File: src/rtl/keypad_scanner.sv
// 4x4 hex keypad scanner: column-multiplexed scan, per-key debounce, hex encode,
// and a 16-bit shift register of accepted codes (newest nibble in [3:0]).
module keypad_scanner #(
    parameter int SCAN_DIV       = 50000,
    parameter int DEBOUNCE_TICKS = 4
) (
    input  logic        clk,
    input  logic        reset,
    input  logic [3:0]  row,
    input  logic        clear,
    output logic [3:0]  col,
    output logic        key_valid,
    output logic [3:0]  key_code,
    output logic [15:0] data
);

    localparam int DIV_W = (SCAN_DIV > 1) ? $clog2(SCAN_DIV) : 1;
    localparam int DEB_W = $clog2(DEBOUNCE_TICKS + 1);
    localparam logic [DIV_W-1:0] DIV_LAST = DIV_W'(SCAN_DIV - 1);
    localparam logic [DEB_W-1:0] DEB_LAST = DEB_W'(DEBOUNCE_TICKS - 1);

    typedef enum logic [1:0] {SCAN, DEBOUNCE, HELD} state_t;

    state_t            state_q;
    logic [3:0]        row_meta_q, rs_q;
    logic [DIV_W-1:0]  div_q;
    logic [DEB_W-1:0]  deb_q;
    logic [1:0]        r_q, c_q;
    logic [3:0]        col_q;
    logic              key_valid_q;
    logic [3:0]        key_code_q;
    logic [15:0]       data_q;

    logic              tick;
    logic [1:0]        col_idx, row_idx;
    logic [3:0]        col_rot, acc_code;

    function automatic logic [3:0] key_map(input logic [1:0] r, input logic [1:0] c);
        case ({r, c})
            4'h0: key_map = 4'h1;  4'h1: key_map = 4'h2;  4'h2: key_map = 4'h3;  4'h3: key_map = 4'hA;
            4'h4: key_map = 4'h4;  4'h5: key_map = 4'h5;  4'h6: key_map = 4'h6;  4'h7: key_map = 4'hB;
            4'h8: key_map = 4'h7;  4'h9: key_map = 4'h8;  4'hA: key_map = 4'h9;  4'hB: key_map = 4'hC;
            4'hC: key_map = 4'h0;  4'hD: key_map = 4'hF;  4'hE: key_map = 4'hE;  default: key_map = 4'hD;
        endcase
    endfunction

    assign tick     = (div_q == DIV_LAST);
    assign col_rot  = {col_q[2:0], col_q[3]};
    assign acc_code = key_map(r_q, c_q);

    // Lowest-index low bit wins, so row 0 has priority on multi-key presses.
    always_comb begin
        col_idx = 2'd0;
        row_idx = 2'd0;
        for (int i = 3; i >= 0; i--) begin
            if (!col_q[i]) col_idx = 2'(i);
            if (!rs_q[i])  row_idx = 2'(i);
        end
    end

    always_ff @(posedge clk or posedge reset) begin
        if (reset) begin
            row_meta_q <= 4'hF;
            rs_q       <= 4'hF;
        end else begin
            row_meta_q <= row;
            rs_q       <= row_meta_q;
        end
    end

    always_ff @(posedge clk or posedge reset) begin
        if (reset) begin
            state_q     <= SCAN;
            div_q       <= '0;
            deb_q       <= '0;
            r_q         <= 2'd0;
            c_q         <= 2'd0;
            col_q       <= 4'b1110;
            key_valid_q <= 1'b0;
            key_code_q  <= 4'h0;
            data_q      <= 16'h0000;
        end else begin
            key_valid_q <= 1'b0;
            div_q       <= tick ? '0 : div_q + 1'b1;
            if (clear) data_q <= 16'h0000;
            if (tick) begin
                case (state_q)
                    SCAN: begin
                        if (rs_q == 4'hF) begin
                            col_q <= col_rot;
                        end else begin
                            r_q     <= row_idx;
                            c_q     <= col_idx;
                            deb_q   <= DEB_W'(1);
                            state_q <= DEBOUNCE;
                        end
                    end
                    DEBOUNCE: begin
                        if (rs_q[r_q]) begin
                            state_q <= SCAN;
                            col_q   <= col_rot;
                        end else if (deb_q == DEB_LAST) begin
                            // Accept; a coincident clear still keeps the new code.
                            key_valid_q <= 1'b1;
                            key_code_q  <= acc_code;
                            data_q      <= clear ? {12'h000, acc_code} : {data_q[11:0], acc_code};
                            deb_q       <= '0;
                            state_q     <= HELD;
                        end else begin
                            deb_q <= deb_q + 1'b1;
                        end
                    end
                    HELD: begin
                        if (!rs_q[r_q]) begin
                            deb_q <= '0;
                        end else if (deb_q == DEB_LAST) begin
                            deb_q   <= '0;
                            state_q <= SCAN;
                            col_q   <= col_rot;
                        end else begin
                            deb_q <= deb_q + 1'b1;
                        end
                    end
                    default: state_q <= SCAN;
                endcase
            end
        end
    end

    assign col       = col_q;
    assign key_valid = key_valid_q;
    assign key_code  = key_code_q;
    assign data      = data_q;

endmodule

File: config.mk
export PLATFORM = sky130hd
export DESIGN_NAME = keypad_scanner
export DESIGN_NICKNAME = d
export VERILOG_FILES = /design/src/rtl/keypad_scanner.sv
export SDC_FILE = /design/constraint.sdc
export NUM_CORES = 1
export LEC_CHECK = 0
export ABC_AREA = 1
export BUFFER_PORTS_ARGS = -buffer_cell sky130_fd_sc_hd__buf_2
export CORE_ASPECT_RATIO = 0.6
export CORE_MARGIN = 3
export CORE_UTILIZATION = 45
export DETAILED_ROUTE_END_ITERATION = 16
export SETUP_SLACK_MARGIN = 0.2
export SLEW_MARGIN = 20
export SYNTH_ARGS = -nofsm -noshare
export SYNTH_HDL_FRONTEND = slang
export SYNTH_SLANG_ARGS = --single-unit
File: constraint.sdc
create_clock -name clk -period 3.15 [get_ports clk]
set_clock_uncertainty 0.2 [all_clocks]
set_input_delay 0.7875 -clock clk [delete_from_list [all_inputs] [get_ports clk]]
set_output_delay 0.7875 -clock clk [all_outputs]
set_load 0.05 [all_outputs]
# Word level (Yosys, flattened, before mapping)
# Memory sizes are Yosys's and may differ from the RTL's.
# Cells that the tools add are included.
word_totals:
  register_bits: 58
  mem_bits_ro: 64
  in_bits: 7
  output_inout_bits: 25
  memories: 1
classes:
  n_addsub: 2
  n_lt_le_gt_ge: 1
  n_eq_ne: 12
  mux: 37
  bitwise_logic: 2
  n_reduce_logical: 7
mem_list:
  columns: ["name", "words", "word_bits", "read_ports", "rd_ports_with_merged_regs", "write_ports", "line_no", "text"]
  rows:
  - ["(no name shown)", 16, 4, 1, 0, 0, "39", "case ({r, c})"]
op_table:
  columns: ["cell", "n"]
  rows:
  - ["$mux W16", 7]
  - ["$mux W2", 13]
  - ["$add A16 B1 Y16 const B", 1]
  - ["$eq A16 B16 Y1 const B", 1]
  - ["$mux W4", 4]
  - ["$mux W3", 4]
  - ["$ne A2 B2 Y1 const B", 6]
  - ["$pmux W4 S3", 1]
  - ["$pmux W3 S3", 1]
  - ["$reduce_and A4 Y1", 2]
  - ["$pmux W2 S3", 1]
  - ["$reduce_and A6 Y1", 1]
  - ["$mux W1", 5]
  - ["$reduce_and A5 Y1", 1]
  - ["$eq A4 B4 Y1 const B", 1]
  - ["$add A3 B1 Y3 const B", 1]
  - ["$eq A3 B2 Y1 const B", 1]
  - ["$lt A2 B3 Y1 const B", 1]
  - ["$ne A3 B3 Y1 const B", 1]
  - ["$reduce_and A3 Y1", 1]
  - ["$reduce_bool A3 Y1", 1]
  - ["$bmux W1 S2", 1]
  - ["$eq A2 B1 Y1 const B", 1]
  - ["$eq A2 B2 Y1 const B", 1]
  - ["2 further kinds", 3]

# Longest topological paths before layout
# An unclocked memory read counts as a cell.
logic_depth:
  depth_word: 6
  mapped_depth: 10

# Worst setup path after synthesis
# Ideal clock, no wire load.
synth_timing:
  kind: "input-to-reg"
  startpoint: "input clear"
  endpoint: "register data_q[6], in the netlist data[6]"
  setup_ns: 0.074
  arrival_ns: 1.475
  required_time_ns: 2.876
  path_slack_ns: 1.401
  cell_stages: 6
  path_buffers: 1
  cell_sequence: "inv_1 clkbuf_1 nand2_1 inv_1 nand2_2 o21ai_2"
synth_between:
  elab_chain_len: 5
  word_cells_on_any_way: 6
synth_rtl:
  columns: ["element", "line_no", "text"]
  rows:
  - ["start, declared", "10", "input logic clear,"]
  - ["$mux W16, on equally long branches", "85, 106", null]
  - ["$mux W16", "102", "end else if (deb_q == DEB_LAST) begin"]
  - ["$mux W16", "99", "if (rs_q[r_q]) begin"]
  - ["$mux W16", "87", "case (state_q)"]
  - ["$mux W16 (*)", "86", "if (tick) begin"]
  - ["end signal, assigned", "106", "data_q <= clear ? {12'h000, acc_code} : {data_q[11:0], acc_code};"]
  - ["end, declared", "32", "logic [15:0] data_q;"]
# Mark *: on every way between the ends. The rest lies on a longest branch, timed or not.
# A chain may end at the register's enable or synchronous reset.

# Worst setup path in the final report
layout_timing:
  startpoint: "register col_q[2], in the netlist col[2]"
  endpoint: "output col[2]"
layout_lines:
  columns: ["element", "line_no", "text"]
  rows:
  - ["start, declared", "29", "logic [3:0] col_q;"]
  - ["start signal, assigned", "90", "col_q <= col_rot;"]
  - ["start signal, assigned", "101", "col_q <= col_rot;"]
  - ["start signal, assigned", "119", "col_q <= col_rot;"]
  - ["end, declared", "11", "output logic [3:0] col,"]
# No word-level cell between the ends.

==> flow_summary.toml <==
[sta]
setup_tns_ns = 0
post-route-min-period_ns = 2.15
final_hold_viol_count = 0
finalMaxSlewViolations = 0
worstMarginPinSlew_ns = 0.717
slew_headroom = 0.522
whs_ns = 0.147
clock.fmax_mhz = 465
setup_viol = 0
period_share = 0.683
fin_ws_ns = 0.998
rsz0062_at_grt = "false"

[worst_setup_path]
max_stage_delay_ns = 0.56
cp_max_fo = 5
crit_type = "reg -> out"
r2r_cells = 8
crit_required_ns = 2.16
cp.arrival_ns = 1.16
crit_path_top_delay_cell = "dfstp_2"
cp_top_family = "flip-flops"
endpoint_kind = "output port"
startpoint = "col[2]"
r2r_setup_slack_ns = 1.07
cp-start-kind = "register"
path_cells = "buf_2"
r2r-start = "div_q[0]"
reg2reg_to = "data[3]"
crit_buf_inv = 1

[route]
drtPass1Iterations = 5
drtIter0Drc = 99
via_per_inst = 4.94
highest_layer = "met4"
ant_nets = 0
vias = 2405
routedWlPerCell_um = 13.1
met2_length_mm = 2.32
wl_met3_um = 447
wl_mm = 6.38
drc = 0
drt-met1-wl_mm = 3.53

[floorplan]
io_pins = 32
initial_core_util = 0.477
core_area_sq_mm = 0.00628
fp.dieW_um = 111
num_rows = 22
die_h_um = 69.2
dieArea_sq_mm = 0.00771

[yosys]
seq_area_frac_synth = 0.489
synthXorXnorAreaFrac = 0.0234
yosys_warnings = 0
synthSimpleGateAreaFrac = 0.316
synth.avg_cell_area_sq_um = 8.35
yosys.area.top_type = "dfrtp_1"
synthMuxAreaShare = 0
synth_compound_area_frac = 0.0580
synthTopCellsByArea = "dfrtp_1 39%, nand2_1 13%, dfstp_2 9.6%"
synthCells = 359
yosys.area.top_type_share = 0.392
synth_top_family_by_area = "simple AND/OR/NAND/NOR gates"
synth.distinct_cells = 32
ys_seq_elements = 58
synth_area_sq_mm = 0.00300
syn_nets = 376
synthAdderAreaFrac = 0.0418

[pwr]
ir_drop_mv = 0.298
leakage_nw = 1.81
design_power_total_mw = 1.38
power_density_mw_per_mm2 = 406

[clock_network]
cts_buffers = 9
clk_path_buf_depth = 2
ctsRootBufferMaster = "clkbuf_8"
postCtsSetupBuffers = 0
tritoncts = "built"
cts.repair.resized = 0
holdBufCountCts = 0
cts.sinks = 58
cts.clk_slew.worst_paths_ns = 0.06
clk_latency_ns = 0.33
h-tree-depth = 3

[grt]
antenna_found_initial = 0
grt_max_degree = 59
grt_use_total = 0.178
grt_pass1_wl_mm = 10.9
gr-total-overflow = 0
grt_pass1_vias = 2202

[cells_and_area]
num_antenna_cells = 0
drive_gt1_frac = 0.216
syn_to_final_growth_pct = 13.6
layoutNonFillerInstCount = 487
postLayoutCoreUtil = 0.542
layout.cell_area.non_filler_sq_mm = 0.00340
final_nets = 415

[placement]
gp_congestion = 0.886
postPlaceCellArea_sq_mm = 0.00323
io_buffer_count = 31
dp_cells = 471
dp_slack_ns = 1.07
dp_hpwl_mm = 4.72

[outcome]
status = "finished, final reports clean"

[run]
cap_viol_max_count = 0

[hold_path]
hp-class = "reg -> reg"
whs_path_depth = 0
min_to = "rs_q[1]"
hp-start = "row_meta_q[1]"
-- state kept, by name, indices dropped and copies added (netlist names) --
register,count
c_q,2
col,4
data,16
row_meta_q,4
div_q,16
state_q,2
rs_q,4
deb_q,3
r_q,2
key_valid,1
key_code,4
-- worst max-delay path by stage --
stage,endpoint,slack [ns],cells after the start
6_report,col[2],1.0,1
5_1_grt,data[3],0.88,8
4_1_cts,col[3],0.97,1
3_5_place_dp,data[3],1.07,8
3_3_place_gp,data[3],1.12,8
2_1_floorplan,c_q[0],0.75,1
-- per-layer routing --
layer | vias up | GRT usage
met1 | 1106 | 0.291
met5 | - | 0
met2 | 76 | 0.216
met4 | 0 | 0.0634
li1 | 1214 | -
met3 | 9 | 0.0523
-- logic make-up (layout without fill, tap and decap cells) --
logic type	count (synthesis)	after routing
compound gates	28	28
buf+inv	52	96
simple gates	203	203
flops	58	58
fa+ha+maj	10	10
xor+xnor	8	8
-- report_power, final --
part / internal, mW / switching, mW / total [mW]
clock: 0.330 / 0.266 / 0.596
combinational: 0.00621 / 0.0228 / 0.0290
sequential: 0.755 / 0.00304 / 0.758
-- cells in the mapped netlist --
cell	number
a21oi_1	2
a31oi_1	1
and2_1	1
and3_1	1
buf_6	2
clkbuf_1	1
clkbuf_2	1
dfrtp_1	47
dfstp_2	11
ha_1	10
inv_1	44
inv_2	3
inv_4	1
nand2_1	100
nand2_2	8
nand2_4	3
nand3_1	20
nand3_2	2
nand3_4	1
nand3b_1	1
nand4_1	10
nor2_1	42
nor2_2	1
nor2_4	4
nor3_1	6
nor3_4	1
nor3b_1	1
nor4_1	1
o21ai_0	16
o21ai_2	8
o31ai_1	1
xor2_1	8
-- cell usage in the layout, fill, tap and decap left out, types with 5 or more instances in the layout --
master      n
o21ai_2     8
ha_1       10
xor2_1      8
nand3_1    20
dfrtp_1    47
dfstp_2    11
clkbuf_1    5
clkbuf_8   11
nand4_1    10
nand2_1   100
nor2_1     42
nand2_2     8
o21ai_0    16
nor3_1      6
inv_1      43
buf_2      31
-- area by class of cell --
class / count / area [sq um]
Clock buffer: 16 / 170
Fill cell: 591 / 2870
Inverter: 48 / 183
Multi-Input combinational cell: 249 / 1320
Sequential cell: 58 / 1470
Tap cell: 84 / 105
Timing Repair Buffer: 32 / 163
Power figures use the tool's default switching activity.
